[src/rtl/comparator_arbiter_if.sv]
// comparator_arbiter_if: request/response bundle shared by the arbiter and its requesters
interface comparator_arbiter_if #(
    parameter int NUM_REQ = 4,
    parameter int WIDTH   = 8
);
    logic [NUM_REQ-1:0]         req_valid;
    logic [NUM_REQ-1:0]         req_ready;
    logic [NUM_REQ*WIDTH-1:0]   req_a;
    logic [NUM_REQ*WIDTH-1:0]   req_b;
    logic                       rsp_valid;
    logic                       rsp_ready;
    logic [$clog2(NUM_REQ)-1:0] rsp_id;
    logic                       rsp_gt;
    logic                       rsp_eq;
    logic                       rsp_lt;
    logic                       busy;

    modport master (
        output req_valid, req_a, req_b, rsp_ready,
        input  req_ready, rsp_valid, rsp_id, rsp_gt, rsp_eq, rsp_lt, busy
    );
    modport slave (
        input  req_valid, req_a, req_b, rsp_ready,
        output req_ready, rsp_valid, rsp_id, rsp_gt, rsp_eq, rsp_lt, busy
    );
endinterface

[src/rtl/comparator_arbiter.sv]
// comparator_arbiter: round-robin shared comparator; COMPARATOR_ARBITER_SIGNED_EN selects signed compare
module comparator_arbiter #(
    parameter int NUM_REQ = 4,
    parameter int WIDTH   = 8
) (
    input logic clk,
    input logic rst_n,
    comparator_arbiter_if.slave bus
);
    localparam int IW = $clog2(NUM_REQ);

    typedef enum logic [1:0] {IDLE, COMPARE, RESPOND} state_t;

    state_t         state_q, state_d;
    logic [IW-1:0]  rr_ptr_q, rr_ptr_d, id_q, id_d, grant_id;
    logic [WIDTH-1:0] a_q, a_d, b_q, b_d;
    logic           gt_q, gt_d, eq_q, eq_d, lt_q, lt_d;
    logic           found, a_gt_b, a_lt_b;

`ifdef COMPARATOR_ARBITER_SIGNED_EN
    assign a_gt_b = $signed(a_q) > $signed(b_q);
    assign a_lt_b = $signed(a_q) < $signed(b_q);
`else
    assign a_gt_b = a_q > b_q;
    assign a_lt_b = a_q < b_q;
`endif

    // first valid requester at or after rr_ptr, wrapping past the top index
    always_comb begin
        found    = 1'b0;
        grant_id = '0;
        for (int k = 0; k < NUM_REQ; k++) begin
            if (!found && bus.req_valid[(int'(rr_ptr_q) + k) % NUM_REQ]) begin
                found    = 1'b1;
                grant_id = IW'((int'(rr_ptr_q) + k) % NUM_REQ);
            end
        end
    end

    always_comb begin
        state_d       = state_q;
        rr_ptr_d      = rr_ptr_q;
        id_d          = id_q;
        a_d           = a_q;
        b_d           = b_q;
        gt_d          = gt_q;
        eq_d          = eq_q;
        lt_d          = lt_q;
        bus.req_ready = '0;
        case (state_q)
            IDLE: if (found) begin
                bus.req_ready[grant_id] = 1'b1;
                id_d    = grant_id;
                a_d     = bus.req_a[grant_id*WIDTH +: WIDTH];
                b_d     = bus.req_b[grant_id*WIDTH +: WIDTH];
                state_d = COMPARE;
            end
            COMPARE: begin
                gt_d    = a_gt_b;
                eq_d    = a_q == b_q;
                lt_d    = a_lt_b;
                state_d = RESPOND;
            end
            RESPOND: if (bus.rsp_ready) begin
                rr_ptr_d = (id_q == IW'(NUM_REQ - 1)) ? '0 : id_q + 1'b1;
                gt_d     = 1'b0;
                eq_d     = 1'b0;
                lt_d     = 1'b0;
                state_d  = IDLE;
            end
            default: state_d = IDLE;
        endcase
    end

    always_ff @(posedge clk or negedge rst_n) begin
        if (!rst_n) begin
            state_q  <= IDLE;
            rr_ptr_q <= '0;
            id_q     <= '0;
            a_q      <= '0;
            b_q      <= '0;
            gt_q     <= 1'b0;
            eq_q     <= 1'b0;
            lt_q     <= 1'b0;
        end else begin
            state_q  <= state_d;
            rr_ptr_q <= rr_ptr_d;
            id_q     <= id_d;
            a_q      <= a_d;
            b_q      <= b_d;
            gt_q     <= gt_d;
            eq_q     <= eq_d;
            lt_q     <= lt_d;
        end
    end

    assign bus.rsp_valid = state_q == RESPOND;
    assign bus.busy      = state_q != IDLE;
    assign bus.rsp_id    = id_q;
    assign bus.rsp_gt    = gt_q;
    assign bus.rsp_eq    = eq_q;
    assign bus.rsp_lt    = lt_q;
endmodule

[src/flat_wrapper.sv]
// flat-port wrapper written by rule: the top's interface ports become plain ports
module comparator_arbiter_flat 
#(
    parameter int NUM_REQ = 4,
    parameter int WIDTH   = 8
)
  (clk, rst_n, bus_req_valid, bus_req_a, bus_req_b, bus_rsp_ready, bus_req_ready, bus_rsp_valid, bus_rsp_id, bus_rsp_gt, bus_rsp_eq, bus_rsp_lt, bus_busy);
  comparator_arbiter_if #(.NUM_REQ(NUM_REQ), .WIDTH(WIDTH)) bus_i ();
  input logic clk;
  input logic rst_n;
  input wire logic [$bits(bus_i.req_valid)-1:0] bus_req_valid;
  input wire logic [$bits(bus_i.req_a)-1:0] bus_req_a;
  input wire logic [$bits(bus_i.req_b)-1:0] bus_req_b;
  input wire logic [$bits(bus_i.rsp_ready)-1:0] bus_rsp_ready;
  output wire logic [$bits(bus_i.req_ready)-1:0] bus_req_ready;
  output wire logic [$bits(bus_i.rsp_valid)-1:0] bus_rsp_valid;
  output wire logic [$bits(bus_i.rsp_id)-1:0] bus_rsp_id;
  output wire logic [$bits(bus_i.rsp_gt)-1:0] bus_rsp_gt;
  output wire logic [$bits(bus_i.rsp_eq)-1:0] bus_rsp_eq;
  output wire logic [$bits(bus_i.rsp_lt)-1:0] bus_rsp_lt;
  output wire logic [$bits(bus_i.busy)-1:0] bus_busy;
  assign bus_i.req_valid = bus_req_valid;
  assign bus_i.req_a = bus_req_a;
  assign bus_i.req_b = bus_req_b;
  assign bus_i.rsp_ready = bus_rsp_ready;
  assign bus_req_ready = bus_i.req_ready;
  assign bus_rsp_valid = bus_i.rsp_valid;
  assign bus_rsp_id = bus_i.rsp_id;
  assign bus_rsp_gt = bus_i.rsp_gt;
  assign bus_rsp_eq = bus_i.rsp_eq;
  assign bus_rsp_lt = bus_i.rsp_lt;
  assign bus_busy = bus_i.busy;
  comparator_arbiter #(.NUM_REQ(NUM_REQ), .WIDTH(WIDTH)) u_core (.clk(clk), .rst_n(rst_n), .bus(bus_i));
endmodule
[config.mk]
export PLATFORM = sky130hd
export DESIGN_NAME = comparator_arbiter_flat
export DESIGN_NICKNAME = d
export VERILOG_FILES = /design/src/rtl/comparator_arbiter_if.sv /design/src/rtl/comparator_arbiter.sv /design/src/flat_wrapper.sv
export SDC_FILE = /design/constraint.sdc
export NUM_CORES = 1
export LEC_CHECK = 0
export BUFFER_PORTS_ARGS = -buffer_cell sky130_fd_sc_hd__buf_2
export CELL_PAD_IN_SITES_DETAIL_PLACEMENT = 1
export CELL_PAD_IN_SITES_GLOBAL_PLACEMENT = 1
export CORE_ASPECT_RATIO = 0.6
export CORE_UTILIZATION = 36
export CTS_BUF_LIST = sky130_fd_sc_hd__clkbuf_4 sky130_fd_sc_hd__clkbuf_8 sky130_fd_sc_hd__clkbuf_16
export CTS_CLUSTER_SIZE = 16
export DETAILED_ROUTE_END_ITERATION = 8
export GPL_TIMING_DRIVEN = 0
export PLACE_DENSITY_LB_ADDON = 0.25
export SYNTH_ARGS = -nofsm -noshare
export SYNTH_HDL_FRONTEND = slang
export SYNTH_SLANG_ARGS = --single-unit
[constraint.sdc]
create_clock -name clk -period 3.8 [get_ports clk]
set_clock_uncertainty 0.15 [all_clocks]
set_input_delay 0.76 -clock clk [delete_from_list [all_inputs] [get_ports clk]]
set_output_delay 0.76 -clock clk [all_outputs]
set_load 0.005 [all_outputs]
# == Yosys cells after proc, flatten, opt, wreduce, memory -nomap -nowiden ==
# Index checks and enable logic that the tools add are counted.
# totals
mem_count,0
mem_bits_ro,0
elab_cells,79
ff_bits,25
ram_bits,0
latchBits,0
in_bits,71
# op_classes
n_addsub,4
n_mul,0
order_cmp,8
n_reduce_logical,17
div,0
bitwise,3
n_mux,31
eq_ne,6
n_shift,2
# ops
op,count
indexed part select 32 x 6 -> 8 bit,2
2-to-1 mux 2 bit,7
2-to-1 mux 1 bit,13
"< comparator 3 x 4 -> 1 bit, second input constant",3
binary-select mux 1 bit (select 2 bit),4
equality test 8 bit,1
> comparator 8 bit,1
< comparator 8 bit,1
2-to-1 mux 4 bit,2
AND reduction 2 bit,4
"< comparator 2 x 3 -> 1 bit, second input constant",2
case mux 1 bit (2 select lines),3
case mux 2 bit (3 select lines),1
OR reduction 2 bit,3
"adder 2 x 1 -> 2 bit, second input constant",2
"adder 2 bit, second input constant",2
"equality test 2 bit, second input constant",2
logical AND 1 bit,4
nonzero test 2 bit,2
"bitwise AND 1 bit, first input constant",3
zero test 1 bit,3
demux 1 bit (select 2 bit),1
"equality test 2 x 1 -> 1 bit, second input constant",1
">= comparator 2 x 1 -> 1 bit, second input constant",1
3 further kinds,3

# == Depth between registers and ports, before layout ==
# Gate-level depths: netlist (run 1).
# depth
depth_word,20
mapped_depth,7

# == Worst setup path after synthesis (run 1) ==
# No wires, ideal clock.
# synth_path
kind,input port to output port
startpoint,in bus_req_valid[0]
endpoint,out bus_req_ready[0]
path_stages,6
required_time_ns,2.890
t_arrival_ns,1.727
setup_slack_ns,1.163
path_cell_list,or2b_1 > a21oi_1 > a211o_2 > buf_8 > buf_6 > and3_1
# synth_via
elab_chain_cells,18
word_cells_on_any_way,32
# synth_lines
element,line,rtl
from (decl),flat_wrapper.sv:11,input wire logic [$bits(bus_i.req_valid)-1:0] bus_req_valid;
binary-select mux 1 bit (select 2 bit),comparator_arbiter.sv:33,if (!found && bus.req_valid[(int'(rr_ptr_q) + k) % NUM_REQ]) begin
2-to-1 mux 1 bit (not written as such),comparator_arbiter.sv:33,
2-to-1 mux 1 bit,comparator_arbiter.sv:33,
zero test 1 bit,comparator_arbiter.sv:33,
logical AND 1 bit,comparator_arbiter.sv:33,
2-to-1 mux 1 bit,comparator_arbiter.sv:33,
zero test 1 bit,comparator_arbiter.sv:33,
logical AND 1 bit,comparator_arbiter.sv:33,
[2 not listed],--,
logical AND 1 bit,comparator_arbiter.sv:33,
2-to-1 mux 2 bit,comparator_arbiter.sv:33,
< comparator 2 x 3 -> 1 bit (not written as such) / >= comparator 2 x 1 -> 1 bit (equally long branches),comparator_arbiter.sv:52,bus.req_ready[grant_id] = 1'b1;
logical AND 1 bit (not written as such),comparator_arbiter.sv:52,
2-to-1 mux 1 bit (not written as such),comparator_arbiter.sv:52,
demux 1 bit (select 2 bit),--,
2-to-1 mux 4 bit (*),comparator_arbiter.sv:51,IDLE: if (found) begin
2-to-1 mux 4 bit (*),comparator_arbiter.sv:50,case (state_q)
to (decl),flat_wrapper.sv:15,output wire logic [$bits(bus_i.req_ready)-1:0] bus_req_ready;
# Mark *: on every way between the ends. The rest lies on a longest branch, timed or not. The select of a mux whose other input is x is not followed.

# == Worst setup path in the final report (run 1) ==
# layout_path
startpoint,in bus_req_valid[0]
endpoint,out bus_req_ready[1]
# Same word-level chain as after synthesis.

==> results of run 1 <==
-- cell usage after synthesis --
cell type  instances
mux2i_1           32
dfrtp_1           25
nand2_1           25
o221ai_1          16
inv_1             14
a21oi_1           11
ha_1               9
nor2_1             5
nand2b_1           4
buf_2              3
nor2b_1            3
o21ai_0            3
buf_12             2
buf_6              2
nand4_1            2
a2111oi_0          1
a211o_2            1
a21o_1             1
a221oi_1           1
a31o_1             1
and3_1             1
buf_8              1
clkbuf_1           1
inv_2              1
mux2_2             1
o211ai_1           1
o21a_1             1
o22ai_1            1
o22ai_2            1
o31ai_1            1
or2_1              1
or2_2              1
or2b_1             1
-- flip-flops by register name, summed over array words and instances (netlist names) --
| register | flops |
|---|---|
| u_core.a_q | 8 |
| u_core.b_q | 8 |
| u_core.bus.rsp_id | 2 |
| u_core.rr_ptr_q | 2 |
| u_core.state_q | 2 |
| u_core.bus.rsp_eq | 1 |
| u_core.bus.rsp_gt | 1 |
| u_core.bus.rsp_lt | 1 |
-- final cells by class --
type	instances	area, µm²
fillers	573	2320
multi-input cells	125	935
flip-flops and latches	25	626
repair buffers	81	405
plain buffers	9	96.3
well taps	63	78.8
inverters	15	56.3
clock buffers	4	48.8
-- through the flow --
step	power [mW]	worst slack [ns]
after global routing	1.78	0.623
after CTS	1.65	0.750
after floorplan	1.17	1.16
after global placement	1.43	0.753
final	1.64	0.758
after detailed placement	1.47	0.750
-- worst max-delay path, cell delays in order --
cell,delay [ns]
buf_2,0.10
or2b_1,0.24
nor2b_1,0.14
o22ai_2,0.16
nand2_1,0.25
buf_2,0.27
nor2_1,0.10
buf_2,0.12
-- worst paths after layout --
check	depth (start not counted)	slack, ns	endpoint	from
worst max-delay path	8	0.76	bus_req_ready[1]	bus_req_valid[0]
worst max register to register	7	1.57	u_core.bus.rsp_gt	u_core.b_q[1]
max in group asynchronous	1	2.79	u_core.b_q[7]	rst_n
worst min register to register	2	0.35	u_core.a_q[0]	u_core.a_q[0]
worst min-delay path	1	0.33	u_core.rr_ptr_q[1]	rst_n
min in group clk	2	0.35	u_core.a_q[0]	u_core.a_q[0]
-- cells by family (layout without fill, tap and decap cells) --
group / count (synthesis) / in the layout / share of synthesized area, %
adders and majority gates: 9 / 9 / 6.57
and+or+nand+nor: 43 / 43 / 11.4
DFF: 25 / 25 / 36.5
AOI/OAI and AO/OA: 40 / 40 / 17.2
buffers and inverters: 24 / 109 / 8.91
muxes: 33 / 33 / 19.4
-- routing by layer --
metal / wire [µm] / track usage, % / share of wire (%) / vias up
met5: 0 / 0 / 0 / -
met4: 46 / 2.95 / 0.94 / 0
met3: 258 / 4.55 / 5.3 / 4
met2: 2180 / 34.5 / 44 / 56
met1: 2430 / 30.0 / 50 / 752
li1: - / - / - / 803
-- power groups by stage --
stage | Clock (mW) | Sequential, mW | Combinational [mW]
after floorplan | 0 | 0.481 | 0.689
after global placement | 0 | 0.502 | 0.928
after CTS | 0.169 | 0.501 | 0.981
after global routing | 0.182 | 0.522 | 1.08
final | 0.165 | 0.502 | 0.970
after detailed placement | 0 | 0.502 | 0.969
==> metrics.md, run 1 <==
| Metric | Value |
|---|---|
| Post-DP HPWL | 3830 µm |
| Initial core utilization | 37.5% |
| Peak supply drop | 305 µV |
| Row cnt | 19 |
| Final GP Congestion | 0.810 |
| Inserted Clock Buffers | 3 |
| CP Data Required Time | just under 3 ns |
| Hold WC Path Type | in -> async |
| Largest net degree at the start of global routing | 26 |
| # port buffers | 81 |
| Fin. max-slew vios | 0 |
| RSZ-0062 raised after global routing | no |
| Clock power share | 10.1% |
| Syn avg cell area | 9.84 µm² |
| CTS max path bufs | 2 |
| CTS tree | built |
| Dpl cell area | 2200 µm² |
| Sequential power share | 30.7% |
| Status | complete, no violations |
| Drt wl/cell | 15.3 µm |
| Synth Instances | around 170 |
| DRC errors left | 0 |
| Placed Instances | 318 |
| Core ar. | 4560 µm² |
| DR iter-0 viols | 64 |
| Final Hold Vio Count | 0 |
| Maxcap violations | 0 |
| Sw Share | 42.8% |
| Warnings, synthesis | 0 |
| DRT Pass-1 Iters | 4 |
| Full die area | 5050 µm² |
| Crit Path Category | in -> out |
| Slew margin rel. | 52.2% |
| Actual slew at the worst max-slew pin | about 0.70 ns |
| Post-CTS setup buffers | 0 |
| Post-route cell area | 2250 µm² |
| Mapped cell area | 1710 µm² |
| Combinational share of power | between 50% and 60% |
| Antenna viol nets, final | 0 |
| Most frequent cells in the layout | 84 x buf_2, 32 x mux2i_1, 25 x nand2_1, 25 x dfrtp_1, 16 x o221ai_1 |
| Clk_lat worst skew | between 0.2 and 0.3 ns |
| CTS Hold Bufs | 0 |
| Endpoints failing setup | 0 |
| Final core occ | around half |
| Initial antenna violation count | 0 |
| Total routed wirelength | 4910 µm |
| Die Span X | 91.1 µm |
| Vias in the first global route | 1734 |
| CP arrival | 2.13 ns |
| FMAX | roughly 330 MHz |
| Nets | 340 |
| Crit start category | input port |
| Fin cells | 322 |
| Top cell type's share of synthesized area | 36.5% |
| Layout cells sized above 1 | 37.8% |
| Post-layout min period | between 3 and 4 ns |
| Ranking of synthesized cells by area | dfrtp_1 37%, mux2i_1 19%, o221ai_1 8.2%, ha_1 6.6%, nand2_1 5.5% |
| Layout area overhead | 31.1% |
| ANT cells | 0 |
| Leak Pwr | 1.24 nW |
| All-layer global routing usage | a little over a fifth |
| Hold slack final | about 0.33 ns |
| Pwr/cell area | between 700 and 800 nW/µm² |
| Setup TNS | 0 ns |
| Num ports | 82 |
| Chip height | 55.4 µm |
| Critical Path End Type | output pin |
| Post_cts resized | 0 |
| Final worst path period share | 80.0% |
| Via density | 5.02 |
| First-pass GRT wire length | between 8000 and 9000 µm |
| Yosys reg bits | 25 |
| Sequential-to-total area share from yosys stat | 36.5% |
| Clock slew at reported path FFs | 0.08 ns |
| Clk sinks | 25 |
| Syn_nets | approximately 250 |
| Root Buffer | clkbuf_8 |
| H-Tree Depth | 1 |
| Cell-internal power | 937 µW |
| CP max FO | 10 |
| Synth unique cells | 33 |
| Total gr overflow | 0 |
| Synth area leader | dfrtp_1 |
| Most common cell after layout, fill and taps aside | buf_2 |
| Vias after detailed routing | roughly 1.6k |
| Switching pwr | about 700 µW |
No activity file was read; power rests on OpenSTA's default activity.
==> inputs of run 2 (changes only) <==
--- a/config.mk
+++ b/config.mk
@@ -9,7 +9,7 @@
 export CELL_PAD_IN_SITES_DETAIL_PLACEMENT = 1
 export CELL_PAD_IN_SITES_GLOBAL_PLACEMENT = 1
 export CORE_ASPECT_RATIO = 0.6
-export CORE_UTILIZATION = 36
+export CORE_UTILIZATION = 34
 export CTS_BUF_LIST = sky130_fd_sc_hd__clkbuf_4 sky130_fd_sc_hd__clkbuf_8 sky130_fd_sc_hd__clkbuf_16
 export CTS_CLUSTER_SIZE = 16
 export DETAILED_ROUTE_END_ITERATION = 8
==> constraint.sdc (replaced) <==
create_clock -name clk -period 2.8 [get_ports clk]
set_clock_uncertainty 0.15 [all_clocks]
set_input_delay 0.56 -clock clk [delete_from_list [all_inputs] [get_ports clk]]
set_output_delay 0.56 -clock clk [all_outputs]
set_load 0.005 [all_outputs]
==> run 2 against run 1 <==
Global-route usage down 1.5 points. Non-clock buffer count unchanged. Combinational power up 35%. Clock power up 39%. Largest cell class unchanged.
==> metrics.md, run 2 (same netlist as run 1, synthesis figures left out) <==
| Metric | Value |
|---|---|
| Vias in the first global route | 1761 (was 1734) |
| Initial antenna violation count | 0 (unchanged) |
| Inserted Clock Buffers | 3 (unchanged) |
| Most common cell after layout, fill and taps aside | buf_2 (unchanged) |
| DRC errors left | 0 (unchanged) |
| CP Data Required Time | 2.09 ns (was 2.89 ns) |
| CTS max path bufs | 2 (unchanged) |
| Cell-internal power | 1.27 mW (was 937 µW) |
| Total gr overflow | 0 (unchanged) |
| CTS Hold Bufs | 0 (unchanged) |
| Layout cells sized above 1 | 38.2% (was 37.8%) |
| Drt wl/cell | 15.4 µm (was 15.3 µm) |
| Leak Pwr | 1.24 nW (about the same) |
| Actual slew at the worst max-slew pin | 0.639 ns (was 0.699 ns) |
| Post-DP HPWL | 3900 µm (was 3830 µm) |
| Buf/Inv on CP | 3 (unchanged) |
| Post-layout min period | 2.69 ns |
| CP cell instances | or2b_1 -> nor2b_1 -> o22ai_2 -> nand2b_1 -> buf_2 -> buf_6 -> nor2_1 -> buf_2 (was buf_2 -> or2b_1 -> nor2b_1 -> o22ai_2 -> nand2_1 -> buf_2 -> nor2_1 -> buf_2) |
| Post-Place Setup Slack | 0.111 ns (was 0.750 ns) |
| Crit Path Category | reg -> out (was in -> out) |
| DR iter-0 viols | 69 (was 64) |
| Total routed wirelength | 4950 µm (was 4910 µm) |
| Slew margin rel. | 56.3% (was 52.2%) |
| Largest net degree at the start of global routing | 26 (unchanged) |
| Clk sinks | 25 (unchanged) |
| Setup ws final | 0.107 ns (was 0.758 ns) |
| Sequential power share | 30.7% (about the same) |
| Antenna viol nets, final | 0 (unchanged) |
| H-Tree Depth | 1 (unchanged) |
| ANT cells | 0 (unchanged) |
| R2R Path End | u_core.bus.rsp_gt (unchanged) |
| Layout area overhead | 31.3% (was 31.1%) |
| Reg2Reg Depth | 7 (unchanged) |
| Final worst path period share | 96.2% |
| Crit-path slowest cell | dfrtp_1 (was buf_2) |
| CTS tree | built (unchanged) |
| Initial core utilization | 36.4% (was 37.5%) |
| Most used cell, CP | buf_2 (unchanged) |
| # port buffers | 81 (unchanged) |
| Endpoints failing setup | 0 (unchanged) |
| Hold slack final | 0.123 ns (was 0.329 ns) |
| DRT Pass-1 Iters | 4 (unchanged) |
| Crit path max-delay family | simple AND/OR/NAND/NOR gates (unchanged) |
| Final Hold Vio Count | 0 (unchanged) |
| Fillers | 578 (was 573) |
| Chip height | 57.0 µm (was 55.4 µm) |
| CP arrival | 1.98 ns (was 2.13 ns) |
| Most frequent cells in the layout | 84 x buf_2, 32 x mux2i_1, 25 x dfrtp_1 (was 84 x buf_2, 32 x mux2i_1, 25 x nand2_1, 25 x dfrtp_1, 16 x o221ai_1) |
| CP max FO | 10 (unchanged) |
| Total power | 2.22 mW (was 1.64 mW) |
| Full die area | 5340 µm² (was 5050 µm²) |
| Peak supply drop | 384 µV (was 305 µV) |
| Hold WC Path Type | in -> async (unchanged) |
| Row cnt | 19 (unchanged) |
| Largest stage delay on the critical path | 0.42 ns (was 0.27 ns) |
| R2r startpoint | u_core.b_q[1] (unchanged) |
| Nets | 340 (unchanged) |
| Clk_lat worst skew | 0.28 ns (was 0.27 ns) |
| Root Buffer | clkbuf_8 (unchanged) |
| R2r setup slk | 0.66 ns (was 1.57 ns) |
| Clock slew at reported path FFs | 0.08 ns (about the same) |
| Status | complete, no violations (unchanged) |
| Post_cts resized | 0 (unchanged) |
| Via density | 5.04 (was 5.02) |
| Num ports | 82 (unchanged) |
| First-pass GRT wire length | 8240 µm (was 8440 µm) |
| Core ar. | 4710 µm² (was 4560 µm²) |
| Clock power share | 10.3% (was 10.1%) |
| All-layer global routing usage | 19.8% (was 21.3%) |
| Critical Path End Type | output pin (unchanged) |
| Post-CTS setup buffers | 0 (unchanged) |
| Sw Share | 42.9% (was 42.8%) |
| Pwr/cell area | 989 nW/µm² (was 729 nW/µm²) |
| Switching pwr | 955 µW (was 700 µW) |
| Vias after detailed routing | 1622 (was 1615) |
| Final core occ | 47.8% (was 49.2%) |
| Fin. max-slew vios | 0 (unchanged) |
| Final GP Congestion | 0.852 (was 0.810) |
| Combinational share of power | 58.9% (was 59.2%) |
| Die Span X | 93.6 µm (was 91.1 µm) |
| Maxcap violations | 0 (unchanged) |
| Crit start category | flip-flop (was input port) |
| Largest regs | u_core.a_q x8, u_core.b_q x8 (unchanged) |
| FMAX | 371 MHz |
[run 2: worst register-to-register path: stages, from the launching register on]
cell and delay, ns:
dfrtp_1 0.35, inv_1 0.04, ha_1 0.30, nor2b_1 0.14, o211ai_1 0.18, a21oi_1 0.12
a2111oi_0 0.59, a21oi_1 0.14
[run 2: metrics by stage]
step / std cells / TNS [ns] / cell area (µm²)
6_report: 322 / 0 / 2250
3_3_place_gp: 318 / 0 / 2200
3_5_place_dp: 318 / 0 / 2200
5_1_grt: 322 / -0.00896 / 2250
4_1_cts: 322 / 0 / 2250
2_1_floorplan: 174 / 0 / 1710
[run 2: final cells by class]
cell class                 count  area [µm²]  share of cell area (%)
buffer                         9        96.3                    4.28
clock buffer                   4        48.8                    2.17
inverter                      15        56.3                    2.50
multi-input combinational    125         937                    41.7
sequential                    25         626                    27.8
tap                           63        78.8                    3.51
timing repair buffer          81         405                    18.0
[run 2: per-layer routing]
layer | vias to the layer above | track usage (%) | routed length (µm)
met3 | 2 | 3.60 | 286
met2 | 50 | 32.9 | 2260
met4 | 0 | 2.64 | 14
li1 | 799 | - | -
met1 | 771 | 27.8 | 2390
met5 | - | 0 | 0
[run 2: worst max-delay path by stage]
stage	depth (start not counted)	slack, ns	start	to
6_report	8	0.11	u_core.rr_ptr_q[0]	bus_req_ready[3]
4_1_cts	7	0.02	u_core.state_q[1]	bus_req_ready[1]
3_3_place_gp	8	0.14	bus_req_valid[0]	bus_req_ready[1]
5_1_grt	8	-0.009	u_core.rr_ptr_q[0]	bus_req_ready[3]
3_5_place_dp	8	0.11	bus_req_valid[0]	bus_req_ready[1]
2_1_floorplan	6	0.56	bus_req_valid[0]	bus_req_ready[0]
[run 2: power by group through the flow]
stage | Sequential (mW) | Combinational, mW | Clock (mW)
final | 0.684 | 1.31 | 0.229
after global routing | 0.709 | 1.46 | 0.247
after CTS | 0.683 | 1.32 | 0.235
after detailed placement | 0.690 | 1.30 | 0
after global placement | 0.682 | 1.26 | 0
after floorplan | 0.653 | 0.935 | 0
